### src/rtl/rng_stream_pkg.sv
// Shared types and constants for the RNG stream buffer: bus FSM states and
// fixed Wishbone field values.
package rng_stream_pkg;

    typedef enum logic [1:0] {
        IDLE = 2'd0,
        REQ  = 2'd1,
        GAP  = 2'd2
    } state_t;

    localparam logic [31:0] RNG_ADR_DEFAULT = 32'd0;
    localparam logic [3:0]  SEL_ALL         = 4'hF;

endpackage

### src/rtl/rng_sync_fifo.sv
// First-word-fall-through FIFO: head word is visible combinationally while
// level is non-zero. Pushes into a full FIFO and pops from an empty one are ignored.
module rng_sync_fifo #(
    parameter int DEPTH = 8,
    parameter int WIDTH = 32
) (
    input  logic                   clk,
    input  logic                   rst_n,
    input  logic                   push,
    input  logic [WIDTH-1:0]       push_data,
    input  logic                   pop,
    output logic [WIDTH-1:0]       head_data,
    output logic [$clog2(DEPTH):0] level
);

    localparam int AW = $clog2(DEPTH);
    localparam int LW = AW + 1;

    logic [WIDTH-1:0] mem [DEPTH];
    logic [AW-1:0]    wr_ptr_reg;
    logic [AW-1:0]    rd_ptr_reg;
    logic [LW-1:0]    level_reg;
    logic             push_ok;
    logic             pop_ok;

    assign push_ok   = push && (level_reg != LW'(DEPTH));
    assign pop_ok    = pop && (level_reg != '0);
    assign head_data = mem[rd_ptr_reg];
    assign level     = level_reg;

    // Storage is deliberately left out of reset; only the pointers define contents.
    always_ff @(posedge clk) begin
        if (push_ok) begin
            mem[wr_ptr_reg] <= push_data;
        end
    end

    // DEPTH is a power of two, so natural pointer overflow is the modulo wrap.
    always_ff @(posedge clk or negedge rst_n) begin
        if (!rst_n) begin
            wr_ptr_reg <= '0;
            rd_ptr_reg <= '0;
            level_reg  <= '0;
        end else begin
            if (push_ok) begin
                wr_ptr_reg <= wr_ptr_reg + AW'(1);
            end
            if (pop_ok) begin
                rd_ptr_reg <= rd_ptr_reg + AW'(1);
            end
            case ({push_ok, pop_ok})
                2'b10:   level_reg <= level_reg + LW'(1);
                2'b01:   level_reg <= level_reg - LW'(1);
                default: level_reg <= level_reg;
            endcase
        end
    end

endmodule

### src/rtl/rng_stream_buffer.sv
// Wishbone read master that prefetches random words from an RNG slave into a
// FWFT FIFO and presents them as a valid/ready stream.
module rng_stream_buffer
    import rng_stream_pkg::*;
#(
    parameter int          DEPTH   = 8,
    parameter int          TIMEOUT = 15,
    parameter logic [31:0] RNG_ADR = RNG_ADR_DEFAULT
) (
    input  logic                   clk,
    input  logic                   rst_n,
    input  logic                   enable,
    output logic                   m_cyc,
    output logic                   m_stb,
    output logic                   m_we,
    output logic [3:0]             m_sel,
    output logic [31:0]            m_adr,
    output logic [31:0]            m_dat_w,
    input  logic [31:0]            m_dat_r,
    input  logic                   m_ack,
    output logic [31:0]            out_data,
    output logic                   out_valid,
    input  logic                   out_ready,
    output logic [$clog2(DEPTH):0] level,
    output logic                   timeout_err,
    input  logic                   clr_err
);

    localparam int LW = $clog2(DEPTH) + 1;
    localparam int TW = $clog2(TIMEOUT + 1);

    state_t        state_reg;
    state_t        state_next;
    logic [TW-1:0] timer_reg;
    logic          err_reg;
    logic          push;
    logic          abort;
    logic [LW-1:0] fifo_level;

    assign push  = (state_reg == REQ) && m_ack;
    assign abort = (state_reg == REQ) && !m_ack && (timer_reg == TW'(TIMEOUT - 1));

    always_ff @(posedge clk or negedge rst_n) begin
        if (!rst_n) begin
            state_reg <= IDLE;
            timer_reg <= '0;
            err_reg   <= 1'b0;
        end else begin
            state_reg <= state_next;
            // Timer only runs inside REQ, so it is already zero on every REQ entry.
            if (state_reg != REQ) begin
                timer_reg <= '0;
            end else if (!m_ack) begin
                timer_reg <= timer_reg + TW'(1);
            end
            if (abort) begin
                err_reg <= 1'b1;
            end else if (clr_err) begin
                err_reg <= 1'b0;
            end
        end
    end

    always_comb begin
        state_next = state_reg;
        m_cyc      = 1'b0;
        m_stb      = 1'b0;
        m_we       = 1'b0;
        m_sel      = 4'h0;
        m_adr      = 32'd0;
        m_dat_w    = 32'd0;
        case (state_reg)
            IDLE: begin
                // Space is reserved at request start, so the push can never overflow.
                if (enable && (fifo_level < LW'(DEPTH))) begin
                    state_next = REQ;
                end
            end
            REQ: begin
                m_cyc = 1'b1;
                m_stb = 1'b1;
                m_sel = SEL_ALL;
                m_adr = RNG_ADR;
                if (m_ack || abort) begin
                    state_next = GAP;
                end
            end
            GAP: begin
                state_next = IDLE;
            end
            default: begin
                state_next = IDLE;
            end
        endcase
    end

    rng_sync_fifo #(
        .DEPTH (DEPTH),
        .WIDTH (32)
    ) u_fifo (
        .clk       (clk),
        .rst_n     (rst_n),
        .push      (push),
        .push_data (m_dat_r),
        .pop       (out_ready),
        .head_data (out_data),
        .level     (fifo_level)
    );

    assign level       = fifo_level;
    assign out_valid   = (fifo_level != '0);
    assign timeout_err = err_reg;

endmodule

### config.mk
export PLATFORM = sky130hd
export DESIGN_NAME = rng_stream_buffer
export DESIGN_NICKNAME = d
export VERILOG_FILES = /design/src/rtl/rng_stream_pkg.sv /design/src/rtl/rng_sync_fifo.sv /design/src/rtl/rng_stream_buffer.sv
export SDC_FILE = /design/constraint.sdc
export NUM_CORES = 1
export LEC_CHECK = 0
export ABC_AREA = 1
export BUFFER_PORTS_ARGS = -buffer_cell sky130_fd_sc_hd__buf_2
export CORE_MARGIN = 4
export CORE_UTILIZATION = 55
export CTS_CLUSTER_DIAMETER = 40
export DETAILED_ROUTE_END_ITERATION = 10
export PLACE_DENSITY_LB_ADDON = 0.05
export REMOVE_ABC_BUFFERS = 1
export SYNTH_ARGS = -nofsm -noshare
export SYNTH_HDL_FRONTEND = slang
export SYNTH_SLANG_ARGS = --single-unit
### constraint.sdc
create_clock -name clk -period 3.6 [get_ports clk]
set_input_delay 0.72 -clock clk [delete_from_list [all_inputs] [get_ports clk]]
set_output_delay 0.72 -clock clk [all_outputs]
set_load 0.01 [all_outputs]
# After elaboration in Yosys (flattened, before gate mapping)

Memories as Yosys holds them, arrays and structs flattened.
Index checks and enable logic that the tools add are counted.

Register bits: 17
Memory bits (writable): 256
Input port bits: 38
Output and inout bits: 109
Memories: 1

Memories:

| memory     | depth | width | read ports | clocked after Yosys merged registers in | write ports | RTL line            | text |
|---|---|---|---|---|---|---|---|
| u_fifo.mem | 8     | 32    | 1          | 0                                       | 1           | rng_sync_fifo.sv:19 | `logic [WIDTH-1:0] mem [DEPTH];` |

$add $sub $neg: 5
Order comparisons: 1
Eq/ne operators: 9
Multiplexer cells: 12
Reduce and logical (&&, ||, !) cells: 13

Operators by type and width:

| cell                  | count |
|---|---|
| $mux W4               | 3 |
| $add A4 B1 Y4 const B | 2 |
| $pmux W4 S2           | 1 |
| $add A3 B1 Y3 const B | 2 |
| $logic_and A1 B1 Y1   | 6 |
| $ne A2 B1 Y1 const B  | 3 |
| $mux W1               | 5 |
| $eq A2 B1 Y1 const B  | 2 |
| $eq A4 B4 Y1 const B  | 1 |
| $lt A4 B4 Y1 const B  | 1 |
| $mux W2               | 2 |
| $ne A4 B4 Y1 const B  | 1 |
| $pmux W2 S2           | 1 |
| $reduce_bool A2 Y1    | 2 |
| $reduce_bool A4 Y1    | 1 |
| $sub A4 B1 Y4 const B | 1 |
| $eq A2 B2 Y1 const B  | 1 |
| $logic_not A2 Y1      | 1 |
| $ne A2 B2 Y1 const B  | 1 |
| $reduce_and A2 Y1     | 1 |
| $logic_not A1 Y1      | 1 |
| $logic_or A1 B1 Y1    | 1 |

# Logic depth before layout (Yosys ltp)

Depth after elaboration: 6
Gate-level depth with buffers: 13

# Hierarchy

From an unflattened synthesis, not the netlist that was laid out.

Cell total of the unflattened synthesis: 1304
Area, all modules: 12530.8 µm²

By module, submodules not included:

| module            | times used | cells an instance | area each (µm²) | sequential area each (µm²) |
|---|---|---|---|---|
| rng_sync_fifo     | 1          | 1187              | 11632.4         | 7937.6 |
| rng_stream_buffer | 1          | 117               | 898.4           | 175.2 |

# Worst setup path after synthesis

OpenSTA, ideal clock, no wires.

Path type: input -> register
From: in m_ack
To: mem u_fifo.mem[0][0] (enable)
Library setup time: 0.421 ns
Arrival time: 2.474 ns
Data required time: 3.179 ns
Setup slack: 0.705 ns
Stages on the path: 3
Buffers on the path: 0
Path through: nand3_2 -> or2_1 -> nor2_1

Longest elaborated chain between the ends: 4

Ends and longest elaborated chain:

| item                          | RTL line                | text |
|---|---|---|
| start: declaration            | rng_stream_buffer.sv:20 | `input logic m_ack,` |
| $logic_and A1 B1 Y1           | rng_stream_buffer.sv:40 | `assign push = (state_reg == REQ) && m_ack;` |
| $logic_and A1 B1 Y1           | rng_sync_fifo.sv:26     | `assign push_ok = push && (level_reg != LW'(DEPTH));` |
| $mux W1                       | rng_sync_fifo.sv:33     | `if (push_ok) begin` |
| $mux W1 (not written as such) | rng_sync_fifo.sv:34     | `mem[wr_ptr_reg] <= push_data;` |
| end: declaration              | rng_sync_fifo.sv:19     |  |

Every way passes these cells.

# Worst setup path in the final report

From: reg u_fifo.rd_ptr_reg[0]
To: out out_data[14]

Longest elaborated chain between the ends: 1

Ends and longest elaborated chain:

| item                     | RTL line                | text |
|---|---|---|
| start: declaration       | rng_sync_fifo.sv:21     | `logic [AW-1:0] rd_ptr_reg;` |
| start signal: assignment | rng_sync_fifo.sv:49     | `rd_ptr_reg <= rd_ptr_reg + AW'(1);` |
| $mem_v2 Z8 W32           | --                      |  |
| end: declaration         | rng_stream_buffer.sv:21 | `output logic [31:0] out_data,` |

Every way passes these cells.

==> impl_metrics.csv <==
group,metric,value,unit
status,run_status,"finished, final reports clean",
synth,largest_family_of_logic_cells_by_synthesized_area,"simple AND/OR/NAND/NOR gates",
placement,cell_count_after_placement,1282,
critical_path,reg2reg_depth,4,
critical_path,cp-endpoint,"out_data[14]",
detailed_routing,drtPass1Iterations,5,
synth,portion_of_synthesized_cell_area_occupied_by_the_leading_cell_type,66.9,%
critical_path,regToRegEndpoint,"u_fifo.mem[7][11]$_DFFE_PP_",
final_layout,filler_cell_count,1551,
final_layout,area.growth.synth_to_final,13.8,%
synth,dominantRegCellSynth,"sky130_fd_sc_hd__edfxtp_1",
final_layout,stdcell_count,1344,
timing,max-slew-margin-rel,53.7,%
synth,sequential_area_share_after_synthesis,70.6,%
critical_path,path_max_fanout,53,
detailed_routing,vias,6928,
synth,synthesized_netlist_cell_count,971,
clock_network,tritoncts,"yes",
synth,yosysWarningCount,0,
critical_path,cp-start-kind,"flip-flop",
timing,timing_worst_slew_pin_value,0.690,ns
final_layout,final_nets,1094,
synth,synth_compound_area_share,8.94,%
detailed_routing,drt-total-wl,22800,µm
hold_path,hold_path_class,"in -> async",
critical_path,kind_of_capture_point_of_the_worst_setup_path,"output pin",
timing,layout_skew,0.0198,ns
floorplan,die_area,23300,µm²
grt,vias_in_the_first_global_route,6659,
clock_network,clk_latency,0.50,ns
clock_network,clock_sinks,273,
synth,syn_area,11500,µm²
synth,synth_enable_flop_cells,256,
pwr,peakVddDrop,0.461,mV
clock_network,cts_hold_buffers,0,
placement,weighted_congestion_reported_at_the_end_of_routability_driven_placement,0.725,
critical_path,critPathRequiredTime,2.88,ns
floorplan,die_height,153,µm
synth,synth_area_per_cell,11.8,µm²
clock_network,cts.root.buffer_cell,"sky130_fd_sc_hd__clkbuf_16",
pwr,design_power_total,0.0105,W
synth,synth_most_common_cell,"sky130_fd_sc_hd__edfxtp_1",
clock_network,clockBufferDepth,3,
detailed_routing,route.antenna.remaining_nets,0,
timing,report.final.setup_viol,0,
grt,grt_first_pass_wirelength,36200,µm
critical_path,timing.setup.critical_path_class,"reg -> out",
final_layout,antenna_cells,0,
synth,synth.area.mux_share,0,%
clock_network,cts_buffers,35,
clock_network,ctsResizeCount,0,
timing,maxClockFrequency,329,MHz
detailed_routing,drc_errors,0,
grt,initial_antenna_violation_count,1,
clock_network,postCtsSetupRepairBufs,0,
flow_run,cap_viol_max_count,0,
synth,synth.distinct_cells,28,
timing,max_slew_violation_count,0,
detailed_routing,avgRoutedWirePerCell,17.0,µm
final_layout,largest_register_ff_count,256,
floorplan,fp-row-count,52,
timing,final_hold_viol_count,0,
synth,synthTopCellsByCount,"sky130_fd_sc_hd__edfxtp_1, sky130_fd_sc_hd__nor2_1, sky130_fd_sc_hd__o21ai_0",
critical_path,r2r_start,"state_reg[1]$_DFFE_PN0P_",
floorplan,initial_utilization,56.4,%
pwr,power_density,802,nW/µm²
critical_path,worst-endpoint-arrival,2.32,ns
timing,rsz0062_at_grt,"false",
critical_path,worst_setup_path_startpoint,"u_fifo.rd_ptr_reg[0]$_DFFE_PN0P_",
pwr,p_leak,4.84,nW
timing,final_period_minus_worst_setup_slack,3.04,ns
synth,ys_ff_latch,273,
synth,post_synth_and_or_nand_nor_area_fraction,11.5,%
floorplan,core,20400,µm²
final_layout,final_layout_size_suffix_gt1_share,15.0,%
placement,place_hpwl,12200,µm
synth,synth-async-reset-ratio,6.23,%
placement,place.port_buffers,81,
synth,synth_area_leader_cell,"sky130_fd_sc_hd__edfxtp_1",
grt,grt_util_all_layers,19.5,%
clock_network,clk_pin_slew,0.06,ns
grt,globalRouteOverflowTotal,0,
grt,grt_start_max_net_pins,112,
floorplan,ios,147,
critical_path,timing.reg2reg.setup_slack,1.36,ns
timing,final_min_period_over_clock_period,84.4,%
synth,post_synth_main_area_contributors,"sky130_fd_sc_hd__edfxtp_1, sky130_fd_sc_hd__nor2_1, sky130_fd_sc_hd__o21ai_0",
timing,final.setup.tns,0,ns
detailed_routing,first_iter_violations,503,
synth,yosys.area_share.adder,0.762,%
clock_network,htreeDepth,2,
floorplan,die_width,153,µm
detailed_routing,via_per_inst,5.15,
synth,xor_xnor_share_of_the_synthesized_area,0.457,%
cells in the final DEF, fill, tap and decap left out, types with 5 or more instances in the layout:
cell,count
sky130_fd_sc_hd__clkbuf_16,35
sky130_fd_sc_hd__o21ai_1,63
sky130_fd_sc_hd__clkinv_2,5
sky130_fd_sc_hd__a21oi_1,6
sky130_fd_sc_hd__buf_4,6
sky130_fd_sc_hd__ha_1,7
sky130_fd_sc_hd__dfrtp_1,15
sky130_fd_sc_hd__edfxtp_1,256
sky130_fd_sc_hd__nor2_1,199
sky130_fd_sc_hd__nand3_1,7
sky130_fd_sc_hd__inv_1,16
sky130_fd_sc_hd__o21ai_0,133
sky130_fd_sc_hd__clkbuf_1,7
sky130_fd_sc_hd__nand2_1,122
sky130_fd_sc_hd__nor2_4,9
sky130_fd_sc_hd__buf_2,81
sky130_fd_sc_hd__buf_12,9
sky130_fd_sc_hd__conb_1,65
power breakdown:
part / internal, W / switching [W] / leakage [nW]
sequential: 0.00372 / 0.000158 / 2.52
combinational: 0.00110 / 0.00219 / 1.77
clock: 0.00209 / 0.00123 / 0.549
total: 0.00691 / 0.00358 / 4.84
critical path, cell delays in order (launching register included):
cell                       delay [ns]
sky130_fd_sc_hd__dfrtp_4         0.59
sky130_fd_sc_hd__clkinv_2        0.11
sky130_fd_sc_hd__buf_4           0.45
sky130_fd_sc_hd__o21ai_0         0.18
sky130_fd_sc_hd__o21ai_0         0.10
sky130_fd_sc_hd__nand2_1         0.06
sky130_fd_sc_hd__nand2_1         0.15
sky130_fd_sc_hd__buf_2           0.15
area by class of cell:
class	instances	area (µm²)	area share, %
clock buffer	46	957	7.32
clock inverter	16	171	1.31
sequential	273	8120	62.1
inverter	18	68.8	0.526
tap	270	338	2.58
multi-input combinational	625	2790	21.4
timing repair buffer	96	631	4.82
metrics by stage:
step	utilization (%)	setup WS (ns)	hold slack, ns	instance area, µm²
2_1_floorplan	-	-1.76	0.424	10900
3_5_place_dp	58.7	1.07	0.522	12000
6_report	64.2	0.562	0.144	13100
3_3_place_gp	58.7	1.10	0.514	12000
5_1_grt	64.2	0.402	0.168	13100
4_1_cts	64.2	0.548	0.142	13100
layer usage:
layer	vias up	track usage, %	part of all wire [%]
met5	-	0	0.057
li1	3397	-	-
met2	169	32.6	49
met3	25	3.72	5.4
met4	2	4.62	1.3
met1	3335	26.9	44
kinds of logic after synthesis:
group                    count (synthesis)
flip-flops                             273
XOR/XNOR                                 6
buffers and inverters                  137
AO/OA/AOI/OAI                          204
adder cells (fa/ha/maj)                  7
other                                    1
AND/OR/NAND/NOR                        343
worst min path at each step:
stage                                  from                           to  slack, ns  cells past startpoint
CTS                                   rst_n  u_fifo.level[2]$_DFFE_PN0P_       0.14                      1
detailed placement  timeout_err$_DFFE_PN0P_      timeout_err$_DFFE_PN0P_       0.52                      2
global route                          rst_n  u_fifo.level[0]$_DFFE_PN0P_       0.17                      1
finish                                rst_n  u_fifo.level[2]$_DFFE_PN0P_       0.14                      1
global placement    timeout_err$_DFFE_PN0P_      timeout_err$_DFFE_PN0P_       0.51                      2
floorplan                             rst_n     state_reg[0]$_DFFE_PN0P_       0.42                      0
Power figures use the tool's default switching activity.
